File: config.mk
export PLATFORM = sky130hd
export DESIGN_NAME = cyclic_queue_ctrl
export DESIGN_NICKNAME = d
export VERILOG_FILES = /design/src/rtl/cyclic_queue_ctrl.sv
export SDC_FILE = /design/constraint.sdc
export NUM_CORES = 1
export LEC_CHECK = 0
export CAP_MARGIN = 30
export CELL_PAD_IN_SITES_DETAIL_PLACEMENT = 2
export CELL_PAD_IN_SITES_GLOBAL_PLACEMENT = 2
export CORE_AREA = 2 2 163 149
export DETAILED_ROUTE_END_ITERATION = 6
export DIE_AREA = 0 0 165 151
export GPL_TIMING_DRIVEN = 1
export PLACE_DENSITY_LB_ADDON = 0.1
export SLEW_MARGIN = 5
export SYNTH_ARGS = -nofsm -noshare
export SYNTH_HDL_FRONTEND = slang
export SYNTH_SLANG_ARGS = --single-unit
File: constraint.sdc
create_clock -name clk -period 5.4 [get_ports clk]
set_clock_uncertainty 0.05 [all_clocks]
set_input_delay 1.08 -clock clk [delete_from_list [all_inputs] [get_ports clk]]
set_output_delay 1.08 -clock clk [all_outputs]
set_load 0.05 [all_outputs]
File: src/rtl/cyclic_queue_ctrl.sv
// Ring-buffer controller: head/tail pointers with wrap bits, entry storage, occupancy and error flags.
// Optional synchronous flush port is enabled by defining CYCQ_FLUSH_EN.
module cyclic_queue_ctrl #(
  parameter int unsigned LOG_DEPTH  = 3,
  parameter int unsigned DATA_WIDTH = 32
) (
  input  logic                  clk,
  input  logic                  rst,
`ifdef CYCQ_FLUSH_EN
  input  logic                  flush_i,
`endif
  input  logic                  push_i,
  input  logic [DATA_WIDTH-1:0] push_data_i,
  input  logic                  pop_i,
  output logic [DATA_WIDTH-1:0] head_data_o,
  output logic [LOG_DEPTH-1:0]  head_idx_o,
  output logic [LOG_DEPTH-1:0]  tail_idx_o,
  output logic                  empty_o,
  output logic                  full_o,
  output logic [LOG_DEPTH:0]    count_o,
  output logic                  overflow_err_o,
  output logic                  underflow_err_o
);

  localparam int unsigned DEPTH = 1 << LOG_DEPTH;
  localparam int unsigned PTR_W = LOG_DEPTH + 1;

  logic [PTR_W-1:0]      head_q, head_d;
  logic [PTR_W-1:0]      tail_q, tail_d;
  logic                  ovf_q, ovf_d;
  logic                  unf_q, unf_d;
  logic [DATA_WIDTH-1:0] mem_q [DEPTH];

  logic flush_c;
  logic push_acc_c;
  logic pop_acc_c;

`ifdef CYCQ_FLUSH_EN
  assign flush_c = flush_i;
`else
  assign flush_c = 1'b0;
`endif

  // Flags decode the registered pointers so they always agree with the index outputs.
  assign head_idx_o      = head_q[LOG_DEPTH-1:0];
  assign tail_idx_o      = tail_q[LOG_DEPTH-1:0];
  assign empty_o         = (head_q == tail_q);
  assign full_o          = (head_idx_o == tail_idx_o) && (head_q[LOG_DEPTH] != tail_q[LOG_DEPTH]);
  assign count_o         = PTR_W'(tail_q - head_q);
  assign head_data_o     = mem_q[head_idx_o];
  assign overflow_err_o  = ovf_q;
  assign underflow_err_o = unf_q;

  assign push_acc_c = push_i && !full_o && !flush_c;
  assign pop_acc_c  = pop_i && !empty_o && !flush_c;

  // Next-state: flush pulls head onto tail and suppresses both requests and their error reporting.
  always_comb begin
    head_d = head_q;
    tail_d = tail_q;
    ovf_d  = ovf_q;
    unf_d  = unf_q;
    if (flush_c) begin
      head_d = tail_q;
    end else begin
      if (push_acc_c) tail_d = tail_q + PTR_W'(1);
      if (pop_acc_c)  head_d = head_q + PTR_W'(1);
      if (push_i && full_o) ovf_d = 1'b1;
      if (pop_i && empty_o) unf_d = 1'b1;
    end
  end

  always_ff @(posedge clk) begin
    if (rst) begin
      head_q <= '0;
      tail_q <= '0;
      ovf_q  <= 1'b0;
      unf_q  <= 1'b0;
    end else begin
      head_q <= head_d;
      tail_q <= tail_d;
      ovf_q  <= ovf_d;
      unf_q  <= unf_d;
    end
  end

  // Storage is not reset; a write in a reset cycle is discarded along with the push.
  always_ff @(posedge clk) begin
    if (!rst && push_acc_c) mem_q[tail_idx_o] <= push_data_i;
  end

endmodule

==> PnR_summary.wiki <==
{| class="wikitable"
! Metric !! Value
|-
| Number of setup violations in the final report || 0
|-
| Horizontal die dimension || 165 µm
|-
| Highest achievable clock rate || ~220 MHz
|-
| Resized cells post-CTS || 0
|-
| Wire length of the first global-routing pass || around 36000 µm
|-
| Std-Cell Rows || 53
|-
| Post-CTS Setup Inserts || 0
|-
| Number of maximum-capacitance violations || 0
|-
| Cell family with most CP delay || buffers and inverters
|-
| Min Clock Period, post-route || around 4600 ps
|-
| Worst Setup Path Type || reg -> out
|-
| Fraction of final layout cells sized beyond drive strength 1 || 0.224
|-
| H-tree levels || 1
|-
| Drt pass-1 iters || 4
|-
| Core area || about 0.023 mm²
|-
| Most common cell after layout, fill and taps aside || edfxtp_1
|-
| Worst-path clk slew || approximately 70 ps
|-
| Transition at the pin with the smallest max-transition slack || around 850 ps
|-
| Slowest cell delay on critical path || 810 ps
|-
| Die area || between 0.02 and 0.025 mm²
|-
| Worst hold margin || between 400 and 500 ps
|-
| Total Neg Setup Slack || 0 ps
|-
| Cell accounting for the most synthesized area || edfxtp_1
|-
| Dominant cells by area after synthesis || edfxtp_1 (73%), mux4_1 (10%), mux4_2 (5.1%)
|-
| Vias per cell || around 5.5
|-
| Sequential fraction of design power || 0.459
|-
| Pin count of the biggest net entering global routing || 37
|-
| Cell with the biggest individual delay on the critical path || dfxtp_4
|-
| Switching Fraction || 0.262
|-
| Mean routed wirelength per cell || roughly 27 µm
|-
| Total congestion overflow || 0
|-
| Number of register bits inferred by synthesis || 269
|-
| Count of mapped cells out of synthesis || 456
|-
| Mean post-synth cell area || between 20 and 25 µm²
|-
| Endpoint kind of the worst setup timing path || output pin
|-
| Power, Total || 5.22 mW
|-
| Psw || 1.37 mW
|-
| Count of vias placed by the detailed router || 4834
|-
| Post-route DRC violation count || 0
|-
| Half-perimeter wire length of the detailed placement result || 14500 µm
|-
| Class of the tightest hold or removal check || reg -> reg
|-
| Overall global routing resource usage || 0.200
|-
| Startpoint of the worst register-to-register path || tail_q[0]$_SDFFE_PP0P_
|-
| Internal power component || slightly below 4 mW
|-
| Commonest cells after routing, fill and taps aside || edfxtp_1 (256), clkdlybuf4s50_1 (81), mux4_1 (40)
|-
| Layout overhead on the synthesized area || 20.4%
|-
| Portion of total power attributed to the clock network || 0.363
|-
| Starting utilization of the core area || 0.454
|-
| Clock root buffer || clkbuf_16
|-
| Number of antenna violations at the first check in global routing || 1
|-
| WP buf/inv || 2
|-
| Share of total power in combinational logic || 0.178
|-
| Highest ir drop seen on vdd || between 0.3 and 0.4 mV
|-
| Worst Setup Start Kind || flop
|-
| Rel. slew slack || 0.432
|-
| Critical Path RT || between 4000 and 5000 ps
|-
| Status || completed
|-
| Die height || between 150 and 200 µm
|-
| Hold Buf Count CTS || 0
|-
| Post-layout nets || 600
|-
| Final RePlAce weighted congestion || around 0.70
|-
| Post-synth top area share || 0.732
|-
| Synthesized cell area || 0.0105 mm²
|-
| Slew Limit Fails || 0
|-
| Max clock buf depth || 3
|-
| Number of CTS-inserted buffers || 27
|-
| Endpoint arrival time on the critical path || 3420 ps
|-
| Mapped Nets || 498
|-
| List of cells traversed by the critical path || buf_4, mux4_1, mux2_2, clkdlybuf4s50_1
|-
| CP max FO || 36
|-
| Leak Pwr || roughly 4.0 nW
|-
| Via count of the first global-routing pass || 5462
|-
| Number of different library cells in the post-synthesis netlist || 30
|-
| Total power density per cell area || about 410 mW/mm²
|-
| DRC marker count from the first detailed-route iteration || 320
|-
| Detailed Route WL || about 24000 µm
|-
| Clock latency reported for the late side of the worst-skew pair || between 500 and 600 ps
|-
| Number of nets still failing antenna checks after routing || 0
|-
| Number of buffers added on ports || between 80 and 90
|-
| YS warnings || 0
|-
| Fillers || around 1900
|-
| Final worst-path cycle share || 0.843
|-
| Source of the worst hold timing path || overflow_err_o$_SDFFE_PP0P_
|-
| Final Hold Vio Count || 0
|-
| TritonCTS clock tree || built
|-
| Setup repair after global routing missed its margin || no
|-
| TritonCTS sink count || between 200 and 300
|-
| Portion of the post-synthesis area used by sequential elements || 0.757
|-
| Io pins || 82
|}
metal layers:
layer	up-vias	global-route usage	share of wire
met3	30	0.0252	0.033
met5	-	0	0
met4	0	0.0435	0.019
li1	2133	-	-
met2	92	0.345	0.50
met1	2579	0.277	0.44
worst min-delay path, delay by kind of cell (launching register included):
family	cells	cell delay (ps)
AOI/OAI and AO/OA	1	40
and+or+nand+nor	1	80
DFF	1	330
power groups by stage:
stage / combinational [mW] / sequential, mW / clock, mW
finish: 0.929 / 2.40 / 1.90
global route: 0.981 / 2.40 / 1.99
CTS: 0.942 / 2.40 / 1.93
detailed placement: 0.936 / 2.44 / 0
global placement: 0.908 / 2.44 / 0
floorplan: 0.706 / 2.38 / 0
cells by family (layout without fill, tap and decap cells):
family	after synthesis	after routing	share of synthesized area
compound gates	10	10	0.00584
xor+xnor	10	10	0.00906
fa+ha+maj	6	6	0.00787
buf+inv	33	154	0.0197
flops	269	269	0.757
mux	98	98	0.188
other cells	0	1	0
simple gates	30	30	0.0125
stage by stage:
stage	cell area [µm²]	util	cells	setup WS, ps
2_1_floorplan	10500	-	456	1160
3_3_place_gp	11700	0.505	829	1400
3_5_place_dp	11700	0.506	830	1360
4_1_cts	12600	0.545	878	791
5_1_grt	12600	0.546	879	699
6_report	12600	0.546	880	848
final timing paths:
path	end	slack, ps	cells past startpoint
setup / recovery	head_data_o[4]	850	4
hold / removal	overflow_err_o$_SDFFE_PP0P_	440	2
setup reg to reg	mem_q[1][19]$_DFFE_PP_	1890	7
hold reg to reg	overflow_err_o$_SDFFE_PP0P_	440	2
registers in the layout, summed over array words and instances (netlist names), named ones only:
| register | flops |
|---|---|
| tail_q | 4 |
| overflow_err_o | 1 |
| head_q | 4 |
| mem_q | 256 |
| underflow_err_o | 1 |
cells in the mapped netlist (all sizes together):
| cell | count |
|---|---|
| nand4 | 2 |
| dfxtp | 13 |
| or3 | 2 |
| nor3 | 2 |
| clkbuf | 3 |
| o21ai | 2 |
| mux2 | 32 |
| and3 | 1 |
| mux4 | 64 |
| xnor2 | 7 |
| nand3 | 1 |
| nand2b | 1 |
| nand2 | 2 |
| a21oi | 5 |
| o211ai | 2 |
| fa | 1 |
| a21o | 1 |
| edfxtp | 256 |
| inv | 7 |
| nor2 | 19 |
| xor2 | 3 |
| ha | 5 |
| buf | 23 |
| mux2i | 2 |
area by class of cell:
cell class                 count  area [µm²]  share of cell area
clock inverter                16         190              0.0151
clock buffer                  32         704              0.0557
sequential                   269        7950               0.629
timing repair buffer          99         983              0.0778
multi-input combinational    154        2400               0.190
tap                          302         378              0.0299
antenna                        1        2.50            0.000198
inverter                       7        26.3             0.00208
Power figures use the tool's default switching activity.
